## src/rtl/sd_fifo_head_b.sv

```systemverilog
// Write-side controller for the big memory-based FIFO: zero-latency srdy/drdy accept,
// windowed write pointer with non-power-of-2 wrap, optional commit/abort publication.
module sd_fifo_head_b #(
    parameter int width  = 8,
    parameter int depth  = 16,
    parameter int commit = 0,
    parameter int asz    = $clog2(depth)
) (
    input  logic             clk,
    input  logic             reset,
    input  logic             enable,
    input  logic             c_srdy,
    output logic             c_drdy,
    input  logic             c_commit,
    input  logic             c_abort,
    input  logic [width-1:0] c_data,
    input  logic [asz-1:0]   bound_low,
    input  logic [asz-1:0]   bound_high,
    input  logic [asz-1:0]   rdptr,
    output logic [asz-1:0]   cur_wrptr,
    output logic [asz-1:0]   com_wrptr,
    output logic             mem_we,
    output logic [asz-1:0]   mem_wraddr,
    output logic [width-1:0] mem_wrdata,
    output logic [asz:0]     usage
);

    logic [asz-1:0] cur_wrptr_p1;
    logic [asz-1:0] com_reg;
    logic [asz:0]   fifo_size;
    logic           full;
    logic           do_abort;
    logic           do_commit;
    logic           xfer;

    always_comb begin
        // NOTE: every combinational output gets a default first so no path infers a latch.
        cur_wrptr_p1 = cur_wrptr + asz'(1);
        if (cur_wrptr == bound_high)
            cur_wrptr_p1 = bound_low;

        do_abort  = (commit != 0) && c_abort;
        do_commit = (commit != 0) && c_commit;
        full      = (cur_wrptr_p1 == rdptr);
        c_drdy    = enable && !full && !do_abort;
        xfer      = c_srdy && c_drdy;

        mem_we     = xfer;
        mem_wraddr = cur_wrptr;
        mem_wrdata = c_data;
        com_wrptr  = (commit != 0) ? com_reg : cur_wrptr;
    end

    // Window size may be any value up to depth, so usage wraps by the window, not by 2**asz.
    always_comb begin
        fifo_size = {1'b0, bound_high} - {1'b0, bound_low} + (asz+1)'(1);
        usage     = {1'b0, cur_wrptr} - {1'b0, rdptr};
        if (cur_wrptr < rdptr)
            usage = fifo_size - ({1'b0, rdptr} - {1'b0, cur_wrptr});
    end

    // NOTE: state registers use non-blocking assignments so all flops update from pre-edge values.
    always_ff @(posedge clk) begin
        if (reset) begin
            cur_wrptr <= bound_low;
            com_reg   <= bound_low;
        end else if (do_abort) begin
            cur_wrptr <= com_reg;
        end else begin
            if (xfer)
                cur_wrptr <= cur_wrptr_p1;
            if (do_commit)
                com_reg <= xfer ? cur_wrptr_p1 : cur_wrptr;
        end
    end

endmodule

```

## config.mk

```make
export PLATFORM = sky130hd
export DESIGN_NAME = sd_fifo_head_b
export DESIGN_NICKNAME = d
export VERILOG_FILES = /design/src/rtl/sd_fifo_head_b.sv
export SDC_FILE = /design/constraint.sdc
export NUM_CORES = 1
export LEC_CHECK = 0
export ABC_AREA = 0
export CAP_MARGIN = 20
export CORE_MARGIN = 1
export CORE_UTILIZATION = 36
export DETAILED_ROUTE_END_ITERATION = 6
export GPL_TIMING_DRIVEN = 0
export PLACE_DENSITY = 0.77
export SYNTH_ARGS = -nofsm -noshare
export SYNTH_HDL_FRONTEND = slang
export SYNTH_SLANG_ARGS = --single-unit
```

## constraint.sdc

```tcl
create_clock -name clk -period 3.3 [get_ports clk]
set_clock_uncertainty 0.2 [all_clocks]
set_input_delay 0.66 -clock clk [delete_from_list [all_inputs] [get_ports clk]]
set_output_delay 0.66 -clock clk [all_outputs]
set_load 0.005 [all_outputs]
```

# Word-level counts from Yosys, hierarchy flattened
# Cells that the tools add are included.
[totals]
regBits = 4
inputBits = 26
output_inout_bits = 27
word_cells = 18
[op_classes]
add_sub_neg = 6
magnitude_cmp = 1
n_eq_ne = 2
mux = 4
reduce_logical = 4
[op_table]
columns = ["operator", "count"]
rows = [
  ["$sub A4 B4 Y5", 3],
  ["$mux W4", 3],
  ["$eq A4 B4 Y1", 2],
  ["$add A5 B1 Y5 const B", 1],
  ["$mux W5", 1],
  ["$sub A5 B5 Y5", 1],
  ["$add A4 B1 Y4 const B", 1],
  ["$lt A4 B4 Y1", 1],
  ["$logic_and A1 B1 Y1", 2],
  ["$reduce_bool A2 Y1", 1],
  ["$logic_not A1 Y1", 1],
]

# Logic depth before layout (Yosys ltp)
# Gate-level depths: netlist of the first run.
[depth]
depth_word = 8
depth_mapped = 12

# Worst setup path after synthesis of the first run
# Ideal clock, no wire load.
[synth_timing]
path_kind = "input-to-output"
startpoint = "in bound_low[0]"
endpoint = "out usage[4]"
t_arrival_ns = 2.756
t_required_ns = 2.440
slack_ns = -0.316
cell_stages = 12
path_buffers = 0
path_cell_list = "ha_1 -> fa_1 -> inv_1 -> fa_1 -> inv_1 -> fa_1 -> inv_1 -> a21o_1 -> a21oi_1 -> xnor2_1 -> mux2i_1 -> nor2_1"
[synth_between]
elab_chain_cells = 4
[synth_rtl]
columns = ["item", "line", "source"]
rows = [
  ["start: declaration", "17", "input logic [asz-1:0] bound_low,"],
  ["$sub A4 B4 Y5", "56", "fifo_size = {1'b0, bound_high} - {1'b0, bound_low} + (asz+1)'(1);"],
  ["$add A5 B1 Y5", "56", ""],
  ["$sub A5 B5 Y5", "59", "usage = fifo_size - ({1'b0, rdptr} - {1'b0, cur_wrptr});"],
  ["$mux W5", "58", "if (cur_wrptr < rdptr)"],
  ["end: declaration", "25", "output logic [asz:0] usage"],
]
# Every way passes these cells.

# Worst setup path after layout of the first run
[layout_timing]
startpoint = "in bound_low[0]"
endpoint = "out usage[3]"
# Same word-level chain as after synthesis.

==> run summary, run 1 <==
outcome = finished, violations left
failing checks = setup timing
delay of the slowest critical-path stage = 490 ps
Final ANT Viol Nets = 0
vias in the first global route = 907
post-route clock period utilization = 1.14
PwrDens = 462 nW/µm²
initial antenna violation count = 0
Boundary Pins = 53
worst relative slew slack = 0.730
mapped cell area = 1010 µm²
Post-Syn Nets = 159
R2R Setup Slk = 830 ps
RD Place Congestion = 0.779
htree depth = 1
Largest register FFs = 4
maxcap violations = 0
GRT overflow = 0
Critical R2R Launch = com_wrptr[0]$_DFFE_PP_
# setup viols final = 4
DR vias/cell = 4.59
area of the core = 2570 µm²
Clk pwr share = 0.077
P_int = 0.000453 W
fin. max-slew vios = 0
WL/cell = 12.6 µm
Worst Path Arrival = 2910 ps
syn avg cell area = 8.87 µm²
critical path class = in -> out
Design Area, Final = 1610 µm²
sw power = 0.000291 W
post-route setup slack = -474 ps
die height = 55.0 µm
fillers = 240
register bit count reported by yosys = 4
largest net degree at the start of global routing = 10
Critical Path Fanout Max = 2
Final nets = 215
minimum clock period after layout = 3770 ps
die area = 3020 µm²
Initial Util = 0.394
yosys warns = 0
IO buf count = 42
Max Clock Freq = 0.265 GHz
ys flop type = edfxtp_1
setup TNS = -1300 ps
register area = 120 µm²
count of cell types in the netlist = 22
combinational share of power = 0.805
Critical Path RT = 2440 ps
Clock Path Buffers = 2
crit path cell chain = buf_8 > ha_4 > fa_1 > inv_2 > fa_2 > buf_4 > buf_6 > a21o_1 > a21oi_2 > xnor2_1 > nor2_1 > nor3_1 > buf_2
vias = 908
EDFF count, synth = 4
async set or reset register ratio after synthesis = 0
share of total power in sequential cells = 0.118
cells on worst reg2reg path = 6
Crit-path slowest cell = fa_1
Hold Path Sink = com_wrptr[2]$_DFFE_PP_
critical path launch point type = input pin
clock-pin slew on the worst setup and hold paths = 30 ps
Leakage = 0.794 nW
Post-DP HPWL = 2010 µm
Std-Cell Rows = 18
layout cells sized above 1 = 0.363
CTS Hold Bufs = 0
Sink Count = 4
hold path cells = 2
routed wire length = 2500 µm
CTS tree = done
Mapped Cells = 114
switch share = 0.391
final cell count without fillers = 198
Starting DRT DRC Count = 6
dpl cell area = 1520 µm²
total power = 0.000743 W
CTS root buf = clkbuf_4
Layout area overhead = 59.3%
Hold Vio Cnt, Final = 0
actual slew at the worst max-slew pin = 404 ps
Placed Cells = 186
maximum vdd ir drop = 0.000327 V
HP Start = bound_low[2]
Remaining DRCs = 0
total iterations of the first detailed-routing run = 4
multi-input logic area = 763 µm²
later-pin clock latency in the skew report = 230 ps
Worst Setup End Kind = primary output
reg2reg end = com_wrptr[3]$_DFFE_PP_
first-pass GRT wire length = 3870 µm
hold crit path type = in -> reg
ANT cells = 0
DIE WIDTH = 55.0 µm
post-synthesis sequential area ratio = 0.119
TritonCTS Buffers = 3
total global-route track usage = 0.180
unrepaired setup endpoints after global routing = yes
-- cells in the final DEF (no fill, tap or decap), types with 3 or more instances in the layout --
master / Yosys / routed
xnor2_1: 12 / 11
a21oi_1: 5 / 3
xor2_1: 3 / 3
edfxtp_1: 4 / 4
o21ai_0: 3 / 3
buf_4: 16 / 24
clkdlybuf4s50_1: 0 / 23
ha_4: 0 / 4
fa_2: 0 / 3
mux2i_1: 6 / 6
inv_2: 0 / 7
fa_1: 9 / 6
ha_1: 10 / 6
inv_1: 24 / 17
nor2_1: 5 / 4
clkbuf_4: 0 / 3
nand2_1: 3 / 3
dlygate4sd2_1: 0 / 5
buf_2: 0 / 8
-- per-layer routing --
metal	up-vias	GRT usage	wire [µm]
met5	-	0	0
met4	0	0	0
met3	0	0.0328	163
met2	46	0.339	1340
met1	406	0.223	998
li1	456	-	-
-- metrics by stage --
step,hold slack (ps),setup slack (ps),util
after detailed placement,663,-1430,0.592
after floorplan,570,-199,-
after CTS,591,-547,0.616
after global routing,608,-618,0.627
final,591,-474,0.627
after global placement,630,-1350,0.592
-- Yosys cell counts, types with 3 or more instances --
library cell | instances | area [µm²]
xnor2_1 | 12 | 105
nor2_1 | 5 | 18.8
o21ai_0 | 3 | 15.0
fa_1 | 9 | 180
mux2i_1 | 6 | 60.1
inv_1 | 24 | 90.1
ha_1 | 10 | 125
nand2_1 | 3 | 11.3
buf_4 | 16 | 120
xor2_1 | 3 | 26.3
edfxtp_1 | 4 | 120
a21oi_1 | 5 | 25.0
-- cells by family after synthesis --
group | after synthesis | synth area share
buffers and inverters | 40 | 0.208
adder cells (fa/ha/maj) | 19 | 0.302
XOR/XNOR | 15 | 0.130
AND/OR/NAND/NOR | 15 | 0.0804
AO/OA/AOI/OAI | 13 | 0.0792
multiplexers | 8 | 0.0817
flip-flops | 4 | 0.119
-- timing repair --
action	4_1_cts	5_1_grt
endpoints found under the setup margin	7	6
gates resized for setup	66	7
setup buffers	6	4
pin swaps	19	11
-- how the worst max path moves through the flow --
stage / from / endpoint / slack [ps] / cells after the start
CTS: bound_low[0] / usage[4] / -550 / 14
global route: bound_low[0] / usage[4] / -620 / 14
global placement: bound_low[0] / usage[4] / -1350 / 14
detailed placement: bound_low[0] / usage[4] / -1430 / 14
finish: bound_low[0] / usage[3] / -470 / 13
floorplan: bound_low[0] / usage[4] / -200 / 12
-- worst max-delay path: cells and delay by family --
kind	cells	cell delay, ps
buf+inv	5	520
compound gates	2	330
fa+ha+maj	3	1060
xor+xnor	1	120
simple gates	2	210
-- power by group through the flow --
stage | Clock, W | Sequential [W] | Combinational [W]
2_1_floorplan | 0 | 0.0000877 | 0.000343
3_3_place_gp | 0 | 0.0000924 | 0.000551
3_5_place_dp | 0 | 0.0000939 | 0.000566
4_1_cts | 0.0000612 | 0.0000880 | 0.000569
5_1_grt | 0.0000634 | 0.0000903 | 0.000668
6_report | 0.0000576 | 0.0000877 | 0.000598
-- layout make-up --
class	instances	share of cell area
Tap cell	30	0.0233
Inverter	24	0.0559
Buffer	16	0.0746
Multi-Input combinational cell	70	0.474
Clock buffer	3	0.0140
Timing Repair Buffer	51	0.284
Sequential cell	4	0.0746
Note: power is estimated with default switching activity, not from simulation.
==> run 2: changes to the inputs <==
- CAP_MARGIN: 20 -> 0
==> results of run 2 <==
Same layout as run 1: the final DEF is identical, and so are final timing and power.
